$ cat config.mk
export PLATFORM = sky130hd
export DESIGN_NAME = multithread_fetch_stage
export DESIGN_NICKNAME = d
export VERILOG_FILES = /design/src/rtl/fetch_pkg.sv /design/src/rtl/branch_predictor_bimodal.sv /design/src/rtl/multithread_fetch_stage.sv
export SDC_FILE = /design/constraint.sdc
export NUM_CORES = 1
export LEC_CHECK = 0
export CAP_MARGIN = 25
export CELL_PAD_IN_SITES_DETAIL_PLACEMENT = 1
export CELL_PAD_IN_SITES_GLOBAL_PLACEMENT = 2
export CORE_MARGIN = 2
export CORE_UTILIZATION = 48
export CTS_BUF_LIST = sky130_fd_sc_hd__clkbuf_4
export CTS_CLUSTER_SIZE = 28
export DETAILED_ROUTE_END_ITERATION = 12
export PLACE_DENSITY = 0.87
export SYNTH_ARGS = -nofsm -noshare
export SYNTH_HDL_FRONTEND = slang
export SYNTH_SLANG_ARGS = --single-unit
$ cat constraint.sdc
create_clock -name clk -period 8.9 [get_ports clk]
set_input_delay 1.335 -clock clk [delete_from_list [all_inputs] [get_ports clk]]
set_output_delay 1.335 -clock clk [all_outputs]
set_load 0.005 [all_outputs]
$ cat src/rtl/fetch_pkg.sv
// Shared types, opcode constants and decode helpers for the multithreaded fetch stage.
package fetch_pkg;
    typedef logic [3:0] thread_idx_t;

    typedef struct packed {
        logic [31:0] pc;
        logic [31:0] instr;
        logic        pred;
        logic        long_latency;
    } ifetch_entry_t;

    localparam logic [3:0] BR_PREFIX = 4'b1111;
    localparam logic [2:0] BR_ALWAYS = 3'b011;
    localparam logic [2:0] BR_CALL   = 3'b100;
    localparam logic [2:0] FMT_A     = 3'b110;
    localparam logic [5:0] OP_IMUL   = 6'h0c;

    function automatic logic [31:0] bswap32(input logic [31:0] d);
        return {d[7:0], d[15:8], d[23:16], d[31:24]};
    endfunction

    function automatic logic is_cond_branch(input logic [31:0] w);
        return (w[31:28] == BR_PREFIX) && (w[27:25] inside {3'b000, 3'b001, 3'b010, 3'b101});
    endfunction

    function automatic logic is_uncond_branch(input logic [31:0] w);
        return (w[31:28] == BR_PREFIX) && ((w[27:25] == BR_ALWAYS) || (w[27:25] == BR_CALL));
    endfunction

    function automatic logic is_long_latency(input logic [31:0] w);
        if (w[31:29] == FMT_A) return w[25] || (w[25:20] == OP_IMUL);
        if (!w[31]) return w[27:23] == OP_IMUL[4:0];
        return 1'b0;
    endfunction
endpackage

$ cat src/rtl/branch_predictor_bimodal.sv
// Bimodal table of 2-bit saturating counters; lookups see the pre-update value.
module branch_predictor_bimodal #(
    parameter int BHT_ENTRIES = 256,
    localparam int IW = $clog2(BHT_ENTRIES)
) (
    input  logic          clk,
    input  logic          reset,
    input  logic [IW-1:0] lookup_idx,
    output logic          lookup_taken,
    input  logic          update_valid,
    input  logic [IW-1:0] update_idx,
    input  logic          update_taken
);
    logic [1:0] ctr_q [BHT_ENTRIES];

    assign lookup_taken = ctr_q[lookup_idx][1];

    always_ff @(posedge clk or negedge reset) begin
        if (!reset) begin
            for (int i = 0; i < BHT_ENTRIES; i++) ctr_q[i] <= 2'b01;
        end else if (update_valid) begin
            if (update_taken && (ctr_q[update_idx] != 2'b11))
                ctr_q[update_idx] <= ctr_q[update_idx] + 2'd1;
            else if (!update_taken && (ctr_q[update_idx] != 2'b00))
                ctr_q[update_idx] <= ctr_q[update_idx] - 2'd1;
        end
    end
endmodule

$ cat src/rtl/multithread_fetch_stage.sv
// Multithreaded fetch stage: LRU thread pick, icache request/response, per-thread FIFOs.
// Define BIMODAL_PREDICT_EN for the bimodal conditional-branch predictor.
module multithread_fetch_stage
    import fetch_pkg::*;
#(
    parameter int          NUM_THREADS = 4,
    parameter int          IFIFO_DEPTH = 4,
    parameter logic [31:0] RESET_PC    = 32'h0,
    parameter int          BHT_ENTRIES = 256,
    localparam int         TIDW        = (NUM_THREADS > 1) ? $clog2(NUM_THREADS) : 1,
    localparam int         PW          = $clog2(IFIFO_DEPTH)
) (
    input  logic                     clk,
    input  logic                     reset,
    input  logic [NUM_THREADS-1:0]   thread_en,
    output logic [31:0]              icache_addr,
    output logic                     icache_request,
    output logic [TIDW-1:0]          icache_req_thread,
    input  logic [31:0]              icache_data,
    input  logic                     icache_hit,
    input  logic                     icache_load_collision,
    input  logic [NUM_THREADS-1:0]   icache_load_complete,
    output logic [NUM_THREADS-1:0]   if_instruction_valid,
    output logic [NUM_THREADS*32-1:0] if_instruction,
    output logic [NUM_THREADS*32-1:0] if_pc,
    output logic [NUM_THREADS-1:0]   if_branch_predicted,
    output logic [NUM_THREADS-1:0]   if_long_latency,
    input  logic [NUM_THREADS-1:0]   ss_instruction_req,
    input  logic [NUM_THREADS-1:0]   rb_rollback,
    input  logic [NUM_THREADS*32-1:0] rb_rollback_pc,
    input  logic                     bp_update_valid,
    input  logic [31:0]              bp_update_pc,
    input  logic                     bp_update_taken
);
    ifetch_entry_t          fifo_q   [NUM_THREADS][IFIFO_DEPTH];
    logic [PW-1:0]          rd_ptr_q [NUM_THREADS];
    logic [PW-1:0]          wr_ptr_q [NUM_THREADS];
    logic [PW:0]            count_q  [NUM_THREADS];
    logic [31:0]            pc_q     [NUM_THREADS];
    logic [31:0]            pc_d     [NUM_THREADS];
    logic [TIDW-1:0]        order_q  [NUM_THREADS];
    logic [TIDW-1:0]        order_d  [NUM_THREADS];
    logic [NUM_THREADS-1:0] waiting_q, waiting_d;
    logic [TIDW-1:0]        last_req_q;
    logic                   req_pend_q;

    logic [31:0]            swapped_w, fetch_pc, branch_tgt;
    logic                   resp_hit, resp_miss, cond_taken, pred;
    logic [NUM_THREADS-1:0] hit_t, enq, deq, full, almost_full, elig;
    logic                   grant_vld;
    logic [TIDW-1:0]        grant;
    ifetch_entry_t          new_entry;

    assign swapped_w  = bswap32(icache_data);
    assign fetch_pc   = pc_q[last_req_q];
    assign branch_tgt = fetch_pc + 32'd4 + {{12{swapped_w[24]}}, swapped_w[24:5]};
    assign resp_hit   = req_pend_q && icache_hit;
    assign resp_miss  = req_pend_q && !icache_hit && !icache_load_collision;

`ifdef BIMODAL_PREDICT_EN
    localparam int IW = $clog2(BHT_ENTRIES);
    logic unused_bp;
    assign unused_bp = ^{bp_update_pc[31:IW+2], bp_update_pc[1:0]};

    branch_predictor_bimodal #(.BHT_ENTRIES(BHT_ENTRIES)) u_bp (
        .clk          (clk),
        .reset        (reset),
        .lookup_idx   (fetch_pc[IW+1:2]),
        .lookup_taken (cond_taken),
        .update_valid (bp_update_valid),
        .update_idx   (bp_update_pc[IW+1:2]),
        .update_taken (bp_update_taken)
    );
`else
    // Static backward-taken: the offset sign bit decides.
    logic unused_bp;
    assign unused_bp  = ^{bp_update_valid, bp_update_pc, bp_update_taken} ^ (BHT_ENTRIES == 0);
    assign cond_taken = swapped_w[24];
`endif

    assign pred      = is_uncond_branch(swapped_w) || (is_cond_branch(swapped_w) && cond_taken);
    assign new_entry = '{pc: fetch_pc + 32'd4, instr: swapped_w, pred: pred,
                         long_latency: is_long_latency(swapped_w)};

    // Rollback outranks everything: it flushes, clears waiting and redirects the PC.
    always_comb begin
        for (int t = 0; t < NUM_THREADS; t++) begin
            hit_t[t]       = resp_hit && (last_req_q == TIDW'(t));
            enq[t]         = hit_t[t] && !rb_rollback[t];
            deq[t]         = ss_instruction_req[t] && (count_q[t] != '0) && !rb_rollback[t];
            full[t]        = count_q[t] == (PW+1)'(IFIFO_DEPTH);
            almost_full[t] = count_q[t] == (PW+1)'(IFIFO_DEPTH - 1);
            waiting_d[t]   = !rb_rollback[t] &&
                             ((waiting_q[t] && !icache_load_complete[t]) ||
                              (resp_miss && (last_req_q == TIDW'(t))));
            if (rb_rollback[t])  pc_d[t] = rb_rollback_pc[t*32 +: 32];
            else if (hit_t[t])   pc_d[t] = pred ? branch_tgt : fetch_pc + 32'd4;
            else                 pc_d[t] = pc_q[t];
            elig[t] = thread_en[t] && !full[t] && !(almost_full[t] && enq[t]) && !waiting_d[t];
        end
    end

    // order_q[0] is the least recently granted thread; the winner moves to the tail.
    always_comb begin
        grant_vld = 1'b0;
        grant     = '0;
        for (int k = 0; k < NUM_THREADS; k++) order_d[k] = order_q[k];
        for (int k = 0; k < NUM_THREADS; k++) begin
            if (!grant_vld && elig[order_q[k]]) begin
                grant_vld = 1'b1;
                grant     = order_q[k];
            end
            if (grant_vld && (k < NUM_THREADS - 1)) order_d[k] = order_q[(k + 1) % NUM_THREADS];
        end
        if (grant_vld) order_d[NUM_THREADS-1] = grant;
    end

    assign icache_request    = reset && grant_vld;
    assign icache_req_thread = grant;
    assign icache_addr       = pc_d[grant];

    always_ff @(posedge clk or negedge reset) begin
        if (!reset) begin
            waiting_q  <= '0;
            last_req_q <= '0;
            req_pend_q <= 1'b0;
            for (int t = 0; t < NUM_THREADS; t++) begin
                pc_q[t]     <= RESET_PC;
                rd_ptr_q[t] <= '0;
                wr_ptr_q[t] <= '0;
                count_q[t]  <= '0;
                order_q[t]  <= TIDW'(t);
            end
        end else begin
            waiting_q  <= waiting_d;
            req_pend_q <= grant_vld;
            if (grant_vld) last_req_q <= grant;
            for (int t = 0; t < NUM_THREADS; t++) begin
                pc_q[t]    <= pc_d[t];
                order_q[t] <= order_d[t];
                if (rb_rollback[t]) begin
                    rd_ptr_q[t] <= '0;
                    wr_ptr_q[t] <= '0;
                    count_q[t]  <= '0;
                end else begin
                    if (enq[t]) wr_ptr_q[t] <= wr_ptr_q[t] + PW'(1);
                    if (deq[t]) rd_ptr_q[t] <= rd_ptr_q[t] + PW'(1);
                    count_q[t] <= count_q[t] + (PW+1)'(enq[t]) - (PW+1)'(deq[t]);
                end
            end
        end
    end

    always_ff @(posedge clk) begin
        for (int t = 0; t < NUM_THREADS; t++)
            if (enq[t]) fifo_q[t][wr_ptr_q[t]] <= new_entry;
    end

    always_comb begin
        for (int t = 0; t < NUM_THREADS; t++) begin
            if_instruction_valid[t]    = count_q[t] != '0;
            if_instruction[t*32 +: 32] = fifo_q[t][rd_ptr_q[t]].instr;
            if_pc[t*32 +: 32]          = fifo_q[t][rd_ptr_q[t]].pc;
            if_branch_predicted[t]     = fifo_q[t][rd_ptr_q[t]].pred;
            if_long_latency[t]         = fifo_q[t][rd_ptr_q[t]].long_latency;
        end
    end

    for (genvar t = 0; t < NUM_THREADS; t++) begin : g_rb_chk
        a_rb_pc_nonzero: assert property (@(posedge clk) disable iff (!reset)
            !(rb_rollback[t] && (rb_rollback_pc[t*32 +: 32] == 32'h0)))
            else $error("rollback to PC 0 on thread %0d", t);
    end
endmodule

==> impl_results.md <==
- GR Util All Layers: 30.3%
- Area of the die: 108000 µm²
- Worst-Margin Slew: 1130 ps
- Worst hold-check path type: in2async
- P&R area growth vs syn: 21.9%
- CTS H-tree lvls: 5
- Worst Path Arrival: 7390 ps
- RSZ-0062 raised after global routing: yes
- Fillcell total: 9700
- Clock buffer depth: 4
- Largest net degree at the start of global routing: 89
- Worst slew margin: 25.0%
- # nets final: 3865
- Clock Skew: 183 ps
- Top FF cell, synth: edfxtp_1
- Post-synth ARST share: 13.9%
- Yosys reg bits: 1227
- Place WS: 663 ps
- Number of synthesized flops with an enable pin: 1056
- Reg2Reg Depth: 19
- First-pass GRT wire length: 234000 µm
- Startpoint type of the worst setup path: flop
- Critical path class: reg2out
- Post-CTS Hold Buffers: 0
- Crit path from: last_req_q[0]$_DFFE_PN0N_
- Max-cap violations: 0
- Worst Setup End Kind: primary output
- Mapped Cells: 2801
- Reg clk slew, reported paths: 70 ps
- Post-route ant nets: 0
- Core Util, Final: 58.8%
- Min Tclk post-route: 8730 ps
- Initial Utilization: 48.2%
- Worst-Skew Late Latency: 1240 ps
- Status: completed
- Yosys cell types: 71
- Hpwl dp: 101000 µm
- Final std cells w/o fill: 5196
- Cells after DPL: 4629
- Vias: 31300
- Fraction of layout cells with a size suffix above 1: 26.1%
- CP max FO: 13
- PortBufs: 482
- Initial antenna violation count: 4
- Cell Rows: 119
- Critical Path Sink: icache_addr[31]
- Final Hold Fails: 0
- Clock tree root driver cell: clkbuf_4
- CTS tree: built
- Slew Viols, Final: 0
- Die H: 329 µm
- Routed vias/inst: 6.02
- Area of the core: 105000 µm²
- CTS buffer count: 324
- Post-Route WL: 162000 µm
- GRT overflow: 0
- Reg-to-Reg Start: last_req_q[0]$_DFFE_PN0N_
- Data required time of the worst path: 7570 ps
- Worst ir drop on vdd: 0.169 mV
- Leakage: 21.1 nW
- Post-Syn Nets: 3083
- Detailed Routing Iterations Pass 1: 8
- R2r setup slk: 3510 ps
- TritonCTS Sinks: 1227
- X dimension of the die: 329 µm
- Min Hold Slack: 218 ps
- Vias in the first global route: 33800
- Final Worst Setup Slack: 174 ps
- # setup viols final: 0
- Synth Warn #: 0
- Cell Area, Synth: 50600 µm²
- Sequential fraction of the synthesis area: 71.2%
- Critical R2R Capture: pc_q[63]$_DFF_PN0_
- IO Pins: 517
- Commonest non-fill, non-tap cell in the layout: edfxtp_1
- Tcrit/Tclk final: 98.0%
- Remaining DRCs: 0
- Placer Congestion: 0.852
- DR iter-0 viols: 3157
- Mean Syn Cell Area: 18.0 µm²
- Max Fclk: 115 MHz
- Pwr Density: 314 nW/µm²
- Routed WL per cell: 31.3 µm
- Commonest cells after routing, fill and taps aside: edfxtp_1, clkdlybuf4s50_1, clkbuf_4, mux4_2, nand2_1
- Total power draw: 19.3 mW
## layer usage
metal / global-route usage (%) / vias to the layer above / share of wire, %
met1: 38.6 / 16400 / 38
met2: 51.0 / 1742 / 51
met5: 0 / - / 0.038
li1: - / 12900 / -
met4: 10.0 / 8 / 2.7
met3: 7.51 / 253 / 8.8
## final cells by class
class,instances,area [µm²],share of cell area [%]
diodes,2,5.00,0.00812
clock buffers,458,3440,5.58
clock inverters,88,387,0.627
inverters,57,218,0.353
multi-input cells,1373,14000,22.7
flip-flops and latches,1227,36000,58.5
well taps,1391,1740,2.82
repair buffers,600,5800,9.42
## per-stage QoR
stage               TNS (ps)  instance area (µm²)
floorplan                  0                50600
global placement           0                57400
detailed placement         0                57500
CTS                        0                61400
global route            -134                61600
finish                     0                61600
## registers in the layout, indices dropped and copies added, names as in the netlist
| name | count |
|---|---|
| rd_ptr_q | 8 |
| fifo_q | 1056 |
| count_q | 12 |
| order_q | 8 |
| pc_q | 128 |
| req_pend_q | 1 |
| wr_ptr_q | 8 |
| last_req_q | 2 |
| waiting_q | 4 |
## Yosys cell counts (all sizes together), types with 3 or more instances
| cell type | number | area share [%] |
|---|---|---|
| edfxtp | 1056 | 63 |
| mux4 | 298 | 13 |
| nand2 | 169 | 1.3 |
| dfrtp | 167 | 8.3 |
| o21ai | 141 | 1.4 |
| nor2 | 124 | 0.93 |
| a21oi | 96 | 0.96 |
| clkbuf | 84 | 0.62 |
| mux2i | 66 | 1.3 |
| ha | 63 | 1.6 |
| buf | 60 | 0.57 |
| inv | 57 | 0.42 |
| xnor2 | 43 | 0.75 |
| a22oi | 35 | 0.52 |
| xor2 | 29 | 0.50 |
| a21o | 28 | 0.42 |
| and2 | 27 | 0.33 |
| nand3 | 24 | 0.24 |
| o211ai | 23 | 0.34 |
| a211oi | 19 | 0.28 |
| nor2b | 19 | 0.24 |
| nor3b | 17 | 0.25 |
| and3 | 14 | 0.17 |
| nand2b | 14 | 0.17 |
| a222oi | 11 | 0.22 |
| mux2 | 11 | 0.25 |
| a31oi | 9 | 0.11 |
| nand4 | 9 | 0.11 |
| a221o | 8 | 0.16 |
| o21a | 8 | 0.12 |
| nor3 | 7 | 0.069 |
| o31ai | 6 | 0.099 |
| fa | 5 | 0.20 |
| or3 | 5 | 0.062 |
| a41oi | 4 | 0.084 |
| dfstp | 4 | 0.21 |
| o221a | 4 | 0.089 |
| o22a | 4 | 0.069 |
| a211o | 3 | 0.052 |
| a21boi | 3 | 0.045 |
| a22o | 3 | 0.052 |
| and4 | 3 | 0.052 |
## what timing repair did
item | CTS | global route
setup buffers | 5 | 10
resized for setup | 11 | 16
setup endpoints to repair | 7 | 8
pin swaps | 1 | 3
cloned | 0 | 0
## critical path: stages (launching register included)
cell and delay [ps]:
dfrtp_4 590, buf_4 180, mux4_2 370, and2_1 190, and2_1 230, nor2b_1 350, nand2_1 150, xnor2_2 450
ha_1 360, nand2_1 150, nor3_1 80, o211ai_1 200, nand3_1 240, a311oi_2 320, o221ai_1 190, a21oi_1 210
xor2_1 210, nor2_1 120, xnor2_2 290, o21ai_0 200, mux4_2 590, clkdlybuf4s50_1 490
## report_power, final
group / switching, mW / total (mW) / leakage (nW) / internal [mW]
sequential: 0.363 / 7.53 / 11.7 / 7.17
clock: 2.33 / 4.72 / 2.31 / 2.39
combinational: 3.95 / 7.09 / 7.13 / 3.14
total: 6.64 / 19.3 / 21.1 / 12.7
## cells by family (layout without fill, tap and decap cells)
kind of cell,count (synthesis),count (layout),synth area share [%]
flip-flops,1227,1227,71.2
adder cells (fa/ha/maj),68,68,1.76
multiplexers,375,375,14.8
XOR/XNOR,72,72,1.25
AND/OR/NAND/NOR,441,441,4.05
other,0,2,0
buffers and inverters,201,1203,1.62
AO/OA/AOI/OAI,417,417,5.28
## how the worst min path moves through the flow
stage,startpoint,end,slack (ps),cells past startpoint
after CTS,reset,wr_ptr_q[1]$_DFFE_PN0P_,120,1
final,reset,wr_ptr_q[1]$_DFFE_PN0P_,220,1
after floorplan,waiting_q[3]$_DFF_PN0_,waiting_q[3]$_DFF_PN0_,470,2
after global placement,pc_q[78]$_DFF_PN0_,pc_q[78]$_DFF_PN0_,490,2
after detailed placement,order_q[1]$_DFFE_PN1N_,order_q[1]$_DFFE_PN1N_,500,2
after global routing,reset,wr_ptr_q[1]$_DFFE_PN0P_,210,1
No activity file was read; power rests on OpenSTA's default activity.
